--- config.mk ---
export PLATFORM = sky130hd
export DESIGN_NAME = seq_pattern_tx
export DESIGN_NICKNAME = d
export VERILOG_FILES = /design/src/rtl/seq_pkg.sv /design/src/rtl/seq_pattern_tx_piso.sv /design/src/rtl/seq_pattern_tx.sv
export SDC_FILE = /design/constraint.sdc
export NUM_CORES = 1
export LEC_CHECK = 0
export CELL_PAD_IN_SITES_DETAIL_PLACEMENT = 1
export CELL_PAD_IN_SITES_GLOBAL_PLACEMENT = 1
export CORE_ASPECT_RATIO = 1.5
export CORE_MARGIN = 8
export CORE_UTILIZATION = 45
export DETAILED_ROUTE_END_ITERATION = 16
export PLACE_DENSITY = 0.88
export REMOVE_ABC_BUFFERS = 1
export SLEW_MARGIN = 20
export SYNTH_ARGS = -nofsm -noshare
export SYNTH_HDL_FRONTEND = slang
export SYNTH_SLANG_ARGS = --single-unit
--- constraint.sdc ---
create_clock -name clk -period 4.6 [get_ports clk]
set_clock_uncertainty 0.1 [all_clocks]
set_input_delay 0.92 -clock clk [delete_from_list [all_inputs] [get_ports clk]]
set_output_delay 0.92 -clock clk [all_outputs]
set_load 0.05 [all_outputs]
--- src/rtl/seq_pkg.sv ---
// Shared definitions for the serial pattern transmitter and its detector-side peers.
package seq_pkg;

  localparam int unsigned PAT_W = 4;
  localparam logic [PAT_W-1:0] DEF_PATTERN = 4'b1011;

  typedef enum logic [1:0] {
    IDLE  = 2'd0,
    SHIFT = 2'd1,
    GAP   = 2'd2,
    DONE  = 2'd3
  } seq_state_e;

endpackage

--- src/rtl/seq_pattern_tx_piso.sv ---
// Parallel-in/serial-out shift register; shifts left with zero fill, MSB is the serial tap.
module seq_pattern_tx_piso #(
  parameter int unsigned PAT_W = 4
) (
  input  logic             clk,
  input  logic             rst,
  input  logic             clr_i,
  input  logic             load_i,
  input  logic             shift_i,
  input  logic [PAT_W-1:0] data_i,
  output logic             msb_o
);

  logic [PAT_W-1:0] shreg_q;

  // Load wins over shift so a back-to-back frame reloads on its last-bit edge.
  always_ff @(posedge clk or negedge rst) begin
    if (!rst) begin
      shreg_q <= '0;
    end else if (clr_i) begin
      shreg_q <= '0;
    end else if (load_i) begin
      shreg_q <= data_i;
    end else if (shift_i) begin
      shreg_q <= {shreg_q[PAT_W-2:0], 1'b0};
    end
  end

  assign msb_o = shreg_q[PAT_W-1];

endmodule

--- src/rtl/seq_pattern_tx.sv ---
// Serial pattern transmitter: repeats a latched pattern MSB-first with optional idle gaps.
module seq_pattern_tx #(
  parameter int unsigned PAT_W = seq_pkg::PAT_W,
  parameter int unsigned CNT_W = 4,
  parameter int unsigned GAP_W = 4
) (
  input  logic             clk,
  input  logic             rst,
  input  logic             start_i,
  input  logic             abort_i,
  input  logic [PAT_W-1:0] pattern_i,
  input  logic [CNT_W-1:0] repeat_n_i,
  input  logic [GAP_W-1:0] gap_i,
  output logic             out_o,
  output logic             valid_o,
  output logic             busy_o,
  output logic             done_o
);

  import seq_pkg::*;

  localparam int unsigned BIT_W = $clog2(PAT_W);

  seq_state_e       state_q, state_d;
  logic [BIT_W-1:0] bit_q, bit_d;
  logic [CNT_W-1:0] frame_q, frame_d;
  logic [GAP_W-1:0] gcnt_q, gcnt_d;
  logic [GAP_W-1:0] gap_q, gap_d;
  logic [PAT_W-1:0] pat_q, pat_d;
  logic             valid_q, busy_q, done_q;
  logic             ld, sh, clr;
  logic [PAT_W-1:0] ld_data;

  always_ff @(posedge clk or negedge rst) begin
    if (!rst) begin
      state_q <= IDLE;
      bit_q   <= '0;
      frame_q <= '0;
      gcnt_q  <= '0;
      gap_q   <= '0;
      pat_q   <= '0;
      valid_q <= 1'b0;
      busy_q  <= 1'b0;
      done_q  <= 1'b0;
    end else begin
      state_q <= state_d;
      bit_q   <= bit_d;
      frame_q <= frame_d;
      gcnt_q  <= gcnt_d;
      gap_q   <= gap_d;
      pat_q   <= pat_d;
      valid_q <= (state_d == SHIFT);
      busy_q  <= (state_d != IDLE);
      done_q  <= (state_d == DONE);
    end
  end

  // Next-state, counter updates and shift-register controls.
  always_comb begin
    state_d = state_q;
    bit_d   = bit_q;
    frame_d = frame_q;
    gcnt_d  = gcnt_q;
    gap_d   = gap_q;
    pat_d   = pat_q;
    ld      = 1'b0;
    sh      = 1'b0;
    clr     = 1'b0;
    ld_data = pat_q;

    if (abort_i) begin
      state_d = IDLE;
      bit_d   = '0;
      frame_d = '0;
      gcnt_d  = '0;
      clr     = 1'b1;
    end else begin
      case (state_q)
        IDLE: begin
          if (start_i) begin
            if (repeat_n_i != '0) begin
              pat_d   = pattern_i;
              gap_d   = gap_i;
              frame_d = repeat_n_i;
              bit_d   = BIT_W'(PAT_W - 1);
              ld      = 1'b1;
              ld_data = pattern_i;
              state_d = SHIFT;
            end else begin
              state_d = DONE;
            end
          end
        end
        SHIFT: begin
          sh    = 1'b1;
          bit_d = bit_q - BIT_W'(1);
          if (bit_q == '0) begin
            if (frame_q <= CNT_W'(1)) begin
              bit_d   = '0;
              frame_d = '0;
              state_d = DONE;
            end else begin
              frame_d = frame_q - CNT_W'(1);
              bit_d   = BIT_W'(PAT_W - 1);
              if (gap_q == '0) begin
                ld = 1'b1;
              end else begin
                gcnt_d  = gap_q;
                state_d = GAP;
              end
            end
          end
        end
        GAP: begin
          if (gcnt_q <= GAP_W'(1)) begin
            gcnt_d  = '0;
            ld      = 1'b1;
            state_d = SHIFT;
          end else begin
            gcnt_d = gcnt_q - GAP_W'(1);
          end
        end
        DONE: begin
          state_d = IDLE;
        end
        default: begin
          state_d = IDLE;
          bit_d   = '0;
          frame_d = '0;
          gcnt_d  = '0;
          clr     = 1'b1;
        end
      endcase
    end
  end

  seq_pattern_tx_piso #(
    .PAT_W (PAT_W)
  ) u_piso (
    .clk     (clk),
    .rst     (rst),
    .clr_i   (clr),
    .load_i  (ld),
    .shift_i (sh),
    .data_i  (ld_data),
    .msb_o   (out_o)
  );

  assign valid_o = valid_q;
  assign busy_o  = busy_q;
  assign done_o  = done_q;

endmodule

### Word-level counts from Yosys, hierarchy flattened

Cells that the tools add are included.

* bits in registers: 27
* bits of input ports: 16
* output and inout bits: 4

* add/subtract/negate cells: 3
* order comparisons: 2
* eq/ne operators: 10
* mux-type cells: 44
* bitwise operators: 1
* reduce and logical (&&, ||, !) cells: 12

Operator list (number)
* $mux W4: 17
* $mux W2: 12
* $pmux W4 S2: 2
* $ne A3 B3 Y1 const B: 5
* $reduce_and A4 Y1: 3
* $mux W1: 10
* $reduce_bool A3 Y1: 3
* $le A4 B1 Y1 const B: 2
* $pmux W2 S4: 1
* $sub A4 B1 Y4 const B: 2
* $eq A2 B2 Y1 const B: 3
* $eq A2 B1 Y1 const B: 2
* $logic_not A2 Y1: 2
* $logic_not A4 Y1: 1
* $pmux W2 S2: 1
* $reduce_bool A4 Y1: 1
* $pmux W1 S3: 1
* $reduce_and A3 Y1: 1
* $reduce_bool A2 Y1: 1
* $sub A2 B1 Y2 const B: 1
* $not A1 Y1: 1

### Longest topological paths before layout

Gate-level depths: netlist of the first run.

* word-level depth: 8
* gate-level depth with buffers: 8
* gate-level depth less buffers: 8

### Hierarchy

A second synthesis of the first run with hierarchy kept.

* cells, all modules: 152
* area total of the unflattened synthesis: 1501.4 µm²

By module, submodules not included
* seq_pattern_tx: instances 1, cells an instance 135, area each 1308.8 µm², sequential area each 575.6 µm²
* seq_pattern_tx_piso: instances 1, cells an instance 17, area each 192.7 µm², sequential area each 100.1 µm²

### Worst setup path before layout of the first run

No wires, ideal clock.

* path type: input to register
* from: input port repeat_n_i[0]
* to: register u_piso.shreg_q[0]
* setup time: 0.123 ns
* data arrival time: 2.309 ns
* required time: 4.377 ns
* slack: 2.068 ns
* stages on the path: 6
* buffers on the path: 1
* path through: o41ai_4 nor3_2 or3_1 buf_6 nor2b_1 o221a_1

* word-level cells in the longest chain between the ends: 7
* elaborated cells between the ends (all ways): 12
* those cells by class: mux: 10; reduce/logical: 2

Ends and longest elaborated chain
* from (decl): line seq_pattern_tx.sv:12 `input logic [CNT_W-1:0] repeat_n_i,`
* $reduce_bool A4 Y1 *: line seq_pattern_tx.sv:81 `if (repeat_n_i != '0) begin`
* $mux W1 / $mux W4 (equally long branches): line seq_pattern_tx.sv:81
* $mux W1 / $mux W4 (equally long branches): line seq_pattern_tx.sv:80 `if (start_i) begin`
* $pmux W1 S3 / $mux W4 (equally long branches): line seq_pattern_tx.sv:78 `case (state_q)`
* $mux W1 / $mux W4 (equally long branches): line seq_pattern_tx.sv:71 `if (abort_i) begin`
* $mux W4: line seq_pattern_tx_piso.sv:22 `end else if (load_i) begin`
* $mux W4: line seq_pattern_tx_piso.sv:20 `end else if (clr_i) begin`
* to (signal assigned): line seq_pattern_tx_piso.sv:23 `shreg_q <= data_i;`
* to (signal assigned): line seq_pattern_tx_piso.sv:25 `shreg_q <= {shreg_q[PAT_W-2:0], 1'b0};`
* to (decl): line seq_pattern_tx_piso.sv:14 `logic [PAT_W-1:0] shreg_q;`

Mark *: on every way between the ends. The rest lies on a longest branch, timed or not.
A chain may end at the register's enable or synchronous reset.

### Worst setup path in the final report of the first run

* from: input port abort_i
* to: register u_piso.shreg_q[0]

* word-level cells in the longest chain between the ends: 3
* elaborated cells between the ends (all ways): 7
* those cells by class: mux: 6; reduce/logical: 1

Ends and longest elaborated chain
* from (decl): line seq_pattern_tx.sv:10 `input logic abort_i,`
* $mux W4 / $mux W1 (equally long branches): line seq_pattern_tx.sv:71
* $mux W4: line seq_pattern_tx_piso.sv:22
* $mux W4: line seq_pattern_tx_piso.sv:20

Parallel ways exist; a longest one is shown, timed or not.

==> impl_results.md, run 1 <==
- Clock Tree Root: clkbuf_8
- Final core utilization: 55.4%
- Via count: about 1200
- Die ar.: between 5000 and 6000 sq um
- Period utilization: 63.8%
- Row Count: 25
- CP Class: in2reg
- CTS tree: done
- Synthesized area per cell: 9.54 sq um
- EDFF count, synth: 0
- DRC viols: 0
- Vias per Instance: roughly 5.6
- Max Cap Viol: 0
- Avg WL per Cell: between 15 and 20 um
- Crit Path Max Fanout: 15
- Most frequent CP cell: mux2i_1
- Slew Viols, Final: 0
- IO Count: 20
- DR iter-0 viols: 27
- Worst Tran Pin Value: between 0.8 and 0.9 ns
- Min cycle time layout: 2.93 ns
- Synth Area in Compound Gates: 16.7%
- CTS Buf Count: 3
- Worst path bufs/invs: 1
- # setup viols final: 0
- Int Pwr: 502 uW
- Ant. Diodes: 0
- Final hold violation count: 0
- Vias in the first global route: ~1400
- Critical path's top delay family: buffers and inverters
- Clk_lat worst skew: 0.27 ns
- Initial antenna violation count: 0
- Switching share of power: 39.0%
- DRT Wirelength: 3.75 mm
- Clk buf depth: 2
- Port Buffers: 19
- Hold Crit Class: reg2reg
- Adder-cell share of the synthesized area: under 10%
- Routability cong.: about 0.86
- Setup crit end: u_piso.shreg_q[0]
- Nets: between 150 and 200
- CP Launch Type: primary input
- Reg clk slew, reported paths: ~0.080 ns
- Largest net degree at the start of global routing: 26
- Most frequent cells in the layout: dfrtp_1, nor2_1, clkdlybuf4s50_1
- FFs w/ async S/R, synth: 100%
- Worst path max stage delay: 0.72 ns
- Largest family of logic cells by synthesized area: simple AND/OR/NAND/NOR gates
- Die Y-Extent: 86.7 um
- CTS Hold Bufs: 0
- CTS H-Tree Depth: 1
- Sequential share of the synthesized area: 45.1%
- Setup TNS: 0 ns
- Worst-path cell chain: clkdlybuf4s50_1 -> nor4_4 -> mux2i_1 -> mux2i_1 -> o221a_1
- Rel. slew slack: 45.2%
- Sequential share of power: around 44%
- Core ar.: 3160 sq um
- WP depth: 5
- Warnings, synthesis: 0
- Leakage: between 0.7 and 0.8 nW
- Worst EP required: 4.66 ns
- Most common cell after layout, fill and taps aside: dfrtp_1
- Postcts setup bufs: 0
- Critical Path AT: 2.99 ns
- First-pass GRT wire length: 6.41 mm
- Detailed Place HPWL: 2.95 mm
- Worst path slowest cell: clkdlybuf4s50_1
- Reg-to-reg endpoint: gcnt_q[2]
- Worst r2r path cells: 5
- Clock share of power: 16.3%
- Worst setup startpoint: abort_i
- Fmax: 341 MHz
- Peak VDD IR: 0.262 mV
- Worst R2R Setup Slack: between 2 and 2.5 ns
- Synthesis-stage register bit count: 27
- Post-Syn Instances: ~160
- GRT Util Overall: 14.5%
- Num Clock Sinks: 27
- GR Overflow Total: 0
- RSZ-0062 raised after global routing: false
- Post-synthesis simple-gate area fraction: 19.0%
- Setup crit end kind: flop
- Power Density: 470 nW/um^2
- Dominant synthesized flop cell: dfrtp_1
- Reg2reg start: state_q[1]
- Synth Area in XOR/XNOR: 1.17%
- Sw Pwr: 321 uW
- Routed Antenna Nets: 0
- Ratio of cells with drive above 1 in the final layout: a little under a tenth
- Post-Syn Area: 1500 sq um
- Gate power share: 39.6%
- P&R area growth vs syn: 16.9%
- Pwr Total: 823 uW
- Mux cell area share after synthesis: 9.27%
- DRT Pass-1 Iters: 4
- Die width: 63.1 um
- Initial Util: between 40% and 50%
- Post-CTS sizing: 0
- Unique masters post-synth: 37
- Status: finished, final reports clean
[power groups by stage]
| stage | clock, mW | combinational [mW] | sequential [mW] |
|---|---|---|---|
| final | 0.134 | 0.326 | 0.363 |
| after global routing | 0.144 | 0.366 | 0.372 |
| after CTS | 0.138 | 0.330 | 0.364 |
| after detailed placement | 0 | 0.327 | 0.369 |
| after global placement | 0 | 0.308 | 0.362 |
| after floorplan | 0 | 0.207 | 0.376 |
[routing by layer]
metal | GRT usage [%] | part of all wire (%)
met1 | 14.7 | 40
met2 | 28.0 | 55
met3 | 2.45 | 2.1
met4 | 6.46 | 2.7
met5 | 0 | 0
[stage by stage]
| step | std cells | setup WS (ns) | hold slack [ns] | area, sq um |
|---|---|---|---|---|
| after floorplan | 150 | 2.08 | 0.366 | 1460 |
| after global placement | 210 | 1.49 | 0.383 | 1710 |
| final | 214 | 1.67 | 0.412 | 1750 |
| after CTS | 214 | 1.67 | 0.416 | 1760 |
| after detailed placement | 210 | 1.35 | 0.396 | 1710 |
| after global routing | 214 | 1.56 | 0.430 | 1750 |
[synth_stat cells, drive strengths merged, types with 2 or more instances]
| cell | number | share of area (%) |
|---|---|---|
| nand2b | 3 | 1.3 |
| mux2i | 6 | 4.0 |
| nor2 | 18 | 4.5 |
| ha | 4 | 3.3 |
| xnor2 | 2 | 1.2 |
| dfrtp | 27 | 45 |
| or2 | 3 | 1.3 |
| clkbuf | 4 | 1.0 |
| o21ai | 10 | 3.3 |
| nor4 | 4 | 2.7 |
| buf | 3 | 1.3 |
| nand2 | 9 | 2.3 |
| mux2 | 7 | 5.3 |
| a211oi | 3 | 1.5 |
| a21oi | 14 | 4.7 |
| nor3 | 11 | 4.0 |
| nor2b | 3 | 1.3 |
| inv | 12 | 3.0 |
[logic make-up after synthesis]
kind of cell               after synthesis
muxes                                   13
DFF                                     27
adders and majority gates                4
AOI/OAI and AO/OA                       37
buffers and inverters                   19
and+or+nand+nor                         55
xor gates and xnor gates                 2
[flip-flops by register name, indices dropped and copies added, names as in the netlist]
register        flops
valid_o             1
state_q             2
u_piso.shreg_q      4
gap_q               4
bit_q               2
busy_o              1
done_o              1
gcnt_q              4
pat_q               4
frame_q             4
[cell type report]
type / count / area [sq um]
flip-flops and latches: 27 / 676
multi-input cells: 111 / 742
inverters: 12 / 45.0
clock buffers: 4 / 45.0
repair buffers: 20 / 193
well taps: 40 / 50.0
fillers: 374 / 1410
[worst min-delay path by stage]
stage,start,endpoint,slack [ns],cells past startpoint
2_1_floorplan,pat_q[0],pat_q[0],0.37,2
3_3_place_gp,pat_q[0],pat_q[0],0.38,2
3_5_place_dp,pat_q[2],pat_q[2],0.40,1
4_1_cts,pat_q[2],pat_q[2],0.42,1
5_1_grt,pat_q[2],pat_q[2],0.43,1
6_report,pat_q[2],pat_q[2],0.41,1
[worst register-to-register path: stages (launching register included)]
cell and delay [ns]:
dfrtp_1 0.56, nor4b_1 0.69, o31ai_1 0.19, o21ai_1 0.50, mux2i_1 0.25, nor2_1 0.05
No activity file was read; power rests on OpenSTA's default activity.
==> run 2: changes to the inputs <==
--- a/config.mk
+++ b/config.mk
@@ -9,9 +9,9 @@
 export CELL_PAD_IN_SITES_GLOBAL_PLACEMENT = 1
 export CORE_ASPECT_RATIO = 1.5
 export CORE_MARGIN = 8
-export CORE_UTILIZATION = 45
+export CORE_UTILIZATION = 41
 export DETAILED_ROUTE_END_ITERATION = 16
-export PLACE_DENSITY = 0.88
+export PLACE_DENSITY = 0.81
 export REMOVE_ABC_BUFFERS = 1
 export SLEW_MARGIN = 20
 export SYNTH_ARGS = -nofsm -noshare
==> constraint.sdc (replaced) <==
create_clock -name clk -period 3 [get_ports clk]
set_clock_uncertainty 0.1 [all_clocks]
set_input_delay 0.6 -clock clk [delete_from_list [all_inputs] [get_ports clk]]
set_output_delay 0.6 -clock clk [all_outputs]
set_load 0.05 [all_outputs]
==> impl_results.md, run 2 (synthesized netlist as in run 1, its figures left out) <==
- Via count: 1256
- Max Cap Viol: 0
- Postcts setup bufs: 0
- Leakage: 0.759 nW
- Nets: 198
- Hold Crit Class: reg2reg
- Cell Area, Placed: 1740 sq um
- Routability cong.: 0.866
- GR Overflow Total: 0
- Clk_lat worst skew: 0.28 ns
- Most frequent cells in the layout: dfrtp_1, clkdlybuf4s50_1, nor2_1
- Initial antenna violation count: 0
- Int Pwr: slightly below 800 uW
- Die ar.: between 5000 and 6000 sq um
- CTS H-Tree Depth: 1
- Reg-to-reg endpoint: gcnt_q[0]
- CP Launch Type: primary input
- Worst EP required: 3.07 ns
- Routed Antenna Nets: 0
- Critical Path AT: ~2.5 ns
- Crit Path Max Fanout: 8
- P&R area growth vs syn: 19.0%
- Min-Delay Path Depth: 1
- Die width: around 65 um
- GRT Util Overall: 13.9%
- Num Clock Sinks: 27
- Sw Pwr: roughly 500 uW
- CTS tree: done
- Status: finished, final reports clean
- Final Cell Area: 1780 sq um
- Setup TNS: 0 ns
- Sequential share of power: a little over two fifths
- Row Count: 27
- Avg WL per Cell: 17.1 um
- Die Y-Extent: about 90 um
- Final hold violation count: 0
- Clock share of power: approximately 16%
- DRT Wirelength: 3.77 mm
- CP Class: in2reg
- Port Buffers: 19
- Hold slack: 0.408 ns
- Setup crit end kind: flop
- Reg2reg start: state_q[1]
- Worst Tran Pin Value: 0.879 ns
- Post-CTS sizing: 0
- Worst r2r path cells: 5
- Fmax: 406 MHz
- Initial Util: roughly two fifths
- # setup viols final: 0
- Most common cell after layout, fill and taps aside: dfrtp_1
- Hold Startpoint: pat_q[3]
- Slew Viols, Final: 0
- DRT Pass-1 Iters: 4
- First-pass GRT wire length: 6.64 mm
- CTS Buf Count: 3
- Gate power share: between 30% and 40%
- Vias in the first global route: 1462
- Rel. slew slack: around 40%
- Period utilization: approximately 82%
- Largest net degree at the start of global routing: 28
- Worst R2R Setup Slack: 0.58 ns
- Detailed Place HPWL: 3.00 mm
- IO Count: 20
- Clk buf depth: 2
- Power Density: 710 nW/um^2
- Clock Tree Root: clkbuf_8
- RSZ-0062 raised after global routing: false
- End of the worst hold path: pat_q[3]
- Switching share of power: 38.9%
- Core ar.: 3580 sq um
- Worst setup startpoint: repeat_n_i[0]
- Peak VDD IR: approximately 0.45 mV
- DRC viols: 0
- Pwr Total: ~1.3 mW
- DR iter-0 viols: 37
- Min cycle time layout: 2.46 ns
- Reg clk slew, reported paths: 0.10 ns
- Ratio of cells with drive above 1 in the final layout: a little over a tenth
- Vias per Instance: 5.71
- Ant. Diodes: 0
- CTS Hold Bufs: 0
-- run 2: worst max-delay path by stage --
stage | to | slack [ns] | depth (start not counted)
after floorplan | u_piso.shreg_q[0] | 0.80 | 5
after global placement | u_piso.shreg_q[0] | 0.33 | 6
after detailed placement | u_piso.shreg_q[0] | 0.25 | 6
after CTS | u_piso.shreg_q[0] | 0.54 | 6
after global routing | gcnt_q[0] | 0.26 | 5
final | u_piso.shreg_q[0] | 0.54 | 6
-- run 2: area by class of cell --
cell class	count	area (sq um)
inverter	12	45.0
timing repair buffer	23	220
fill	431	1800
clock inverter	1	5.00
sequential	27	676
multi-input combinational	111	742
tap	43	53.8
clock buffer	3	41.3
-- run 2: stage by stage --
stage / util [%] / worst slack (ns) / instances
after global placement: 48.5 / 0.327 / 216
after CTS: 49.8 / 0.541 / 220
after floorplan: - / 0.800 / 150
after global routing: 49.8 / 0.264 / 220
final: 49.8 / 0.540 / 220
after detailed placement: 48.5 / 0.254 / 216
-- run 2: power by group through the flow --
stage	sequential (mW)	clock [mW]	combinational, mW
4_1_cts	0.555	0.209	0.513
3_5_place_dp	0.562	0	0.509
2_1_floorplan	0.577	0	0.318
3_3_place_gp	0.556	0	0.478
6_report	0.554	0.206	0.505
5_1_grt	0.568	0.225	0.574
-- run 2: layer usage --
layer,wire length (um),track usage [%]
met5,0,0
met4,110,6.76
met3,112,2.98
met2,2120,26.2
met1,1430,13.2
-- run 2: worst max-delay path, stage by stage --
cell,delay (ns)
clkdlybuf4s50_1,0.48
o41ai_4,0.41
nor3_2,0.08
or3_1,0.51
nor2b_1,0.19
o221a_1,0.25
==> run 3: changes to the inputs <==
==> constraint.sdc (replaced) <==
create_clock -name clk -period 2.5 [get_ports clk]
set_clock_uncertainty 0.1 [all_clocks]
set_input_delay 0.5 -clock clk [delete_from_list [all_inputs] [get_ports clk]]
set_output_delay 0.5 -clock clk [all_outputs]
set_load 0.05 [all_outputs]
==> impl_results.md, run 3 (synthesized netlist as in run 1, its figures left out) <==
- Clk buf depth: 2
- Initial antenna violation count: 0
- DRC viols: 0
- Setup crit end kind: flop
- Worst Tran Pin Value: 0.842 ns
- Period utilization: 90.2%
- Cell Area, Placed: 1800 sq um
- CTS H-Tree Depth: 1
- Postcts setup bufs: 0
- Largest net degree at the start of global routing: 28
- Final Cell Area: 1850 sq um
- IO Count: 20
- Rel. slew slack: 43.1%
- Avg WL per Cell: roughly 18 um
- Routability cong.: 0.880
- RSZ-0062 raised after global routing: false
- Most frequent cells in the layout: dfrtp_1, clkdlybuf4s50_1, nor2_1
- GRT Util Overall: 15.0%
- Port Buffers: 19
- Peak VDD IR: 0.487 mV
- Placed instance count: around 230
- P&R area growth vs syn: 23.5%
- CTS Buf Count: 3
- Reg2reg start: state_q[0]
- Worst EP required: 2.57 ns
- Reg clk slew, reported paths: 0.09 ns
- Final hold violation count: 0
- Ant. Diodes: 0
- Core ar.: 3580 sq um
- CP Class: in2reg
- Fmax: 443 MHz
- Most common cell after layout, fill and taps aside: dfrtp_1
- DRT Wirelength: between 4 and 5 mm
- Final-layout fill cell count: 440
- Post-CTS sizing: 0
- Worst r2r path cells: 5
- Min cycle time layout: 2.25 ns
- Vias per Instance: approximately 5.7
- Slew Viols, Final: 0
- Die ar.: roughly 5900 sq um
- Hold Startpoint: pat_q[1]
- # setup viols final: 0
- End of the worst hold path: pat_q[1]
- Row Count: 27
- CTS tree: done
- GR Overflow Total: 0
- Die Y-Extent: 90.0 um
- Hold Crit Class: reg2reg
- Reg-to-reg endpoint: u_piso.shreg_q[0]
- Routed Antenna Nets: 0
- Worst R2R Setup Slack: approximately 0.30 ns
- Final core utilization: approximately half
- Status: finished, final reports clean
- Initial Util: between 40% and 50%
- DR iter-0 viols: 34
- Setup ws final: 0.245 ns
- Min-Delay Path Depth: 1
- Clk_lat worst skew: approximately 0.27 ns
- Die width: approximately 65 um
- Vias in the first global route: 1470
- Layout Cells excl Fill: 229
- Leakage: 0.801 nW
- Clock Tree Root: clkbuf_8
- Crit Path Max Fanout: 6
- First-pass GRT wire length: between 7 and 8 mm
- Max Cap Viol: 0
- Num Clock Sinks: 27
- Nets: 207
- CP Launch Type: primary input
- Place WS: -0.0481 ns
- CTS Hold Bufs: 0
- Via count: 1312
- Detailed Place HPWL: between 3 and 4 mm
- DRT Pass-1 Iters: 4
- Ratio of cells with drive above 1 in the final layout: between 10% and 20%
- Critical Path AT: 2.32 ns
- Power Density: 854 nW/um^2
## run 3: cell types whose count changed in the layout (fill, tap and decap cells not counted), sizes merged
cell / before / now
clkbuf: 3 / 4
clkinv: 1 / 0
buf: 4 / 13
## run 3: worst max-delay path by stage
stage,startpoint,end,slack (ns),depth (start not counted)
after global routing,gcnt_q[0],gcnt_q[3],0.16,7
after CTS,repeat_n_i[0],u_piso.shreg_q[0],0.24,6
after detailed placement,repeat_n_i[0],u_piso.shreg_q[0],-0.05,6
after global placement,repeat_n_i[0],u_piso.shreg_q[0],0.008,6
final,repeat_n_i[0],u_piso.shreg_q[0],0.25,6
after floorplan,repeat_n_i[0],u_piso.shreg_q[0],0.40,5
## run 3: metal layers
layer,track usage [%],up-vias,share of wire (%)
met5,0,-,0
met4,7.68,0,3.6
met3,2.86,13,2.9
met2,27.7,25,55
met1,15.0,665,38
li1,-,609,-
## run 3: critical path, stage by stage
cell and delay (ns):
clkdlybuf4s50_1 0.46, o41ai_4 0.39, nor3_2 0.07, or3_1 0.47, nor2b_1 0.17, o221a_1 0.25
## run 3: metrics by stage
| stage | total power, mW | TNS [ns] | hold slack [ns] |
|---|---|---|---|
| global route | 1.69 | 0 | 0.448 |
| CTS | 1.59 | 0 | 0.412 |
| detailed placement | 1.34 | -0.0481 | 0.390 |
| floorplan | 1.07 | 0 | 0.104 |
| global placement | 1.29 | 0 | 0.382 |
| finish | 1.58 | 0 | 0.405 |
## run 3: power breakdown
group	leakage (nW)	switching (mW)	internal, mW
Clock	0.0228	0.136	0.114
Sequential	0.347	0.106	0.553
Combinational	0.431	0.369	0.301
## run 3: final cells by class
cell class                 instances  area [sq um]  share of cell area (%)
multi-input combinational        111           742                    40.1
sequential                        27           676                    36.5
timing repair buffer              32           288                    15.6
tap                               43          53.8                    2.91
clock buffer                       4          45.0                    2.44
inverter                          12          45.0                    2.44
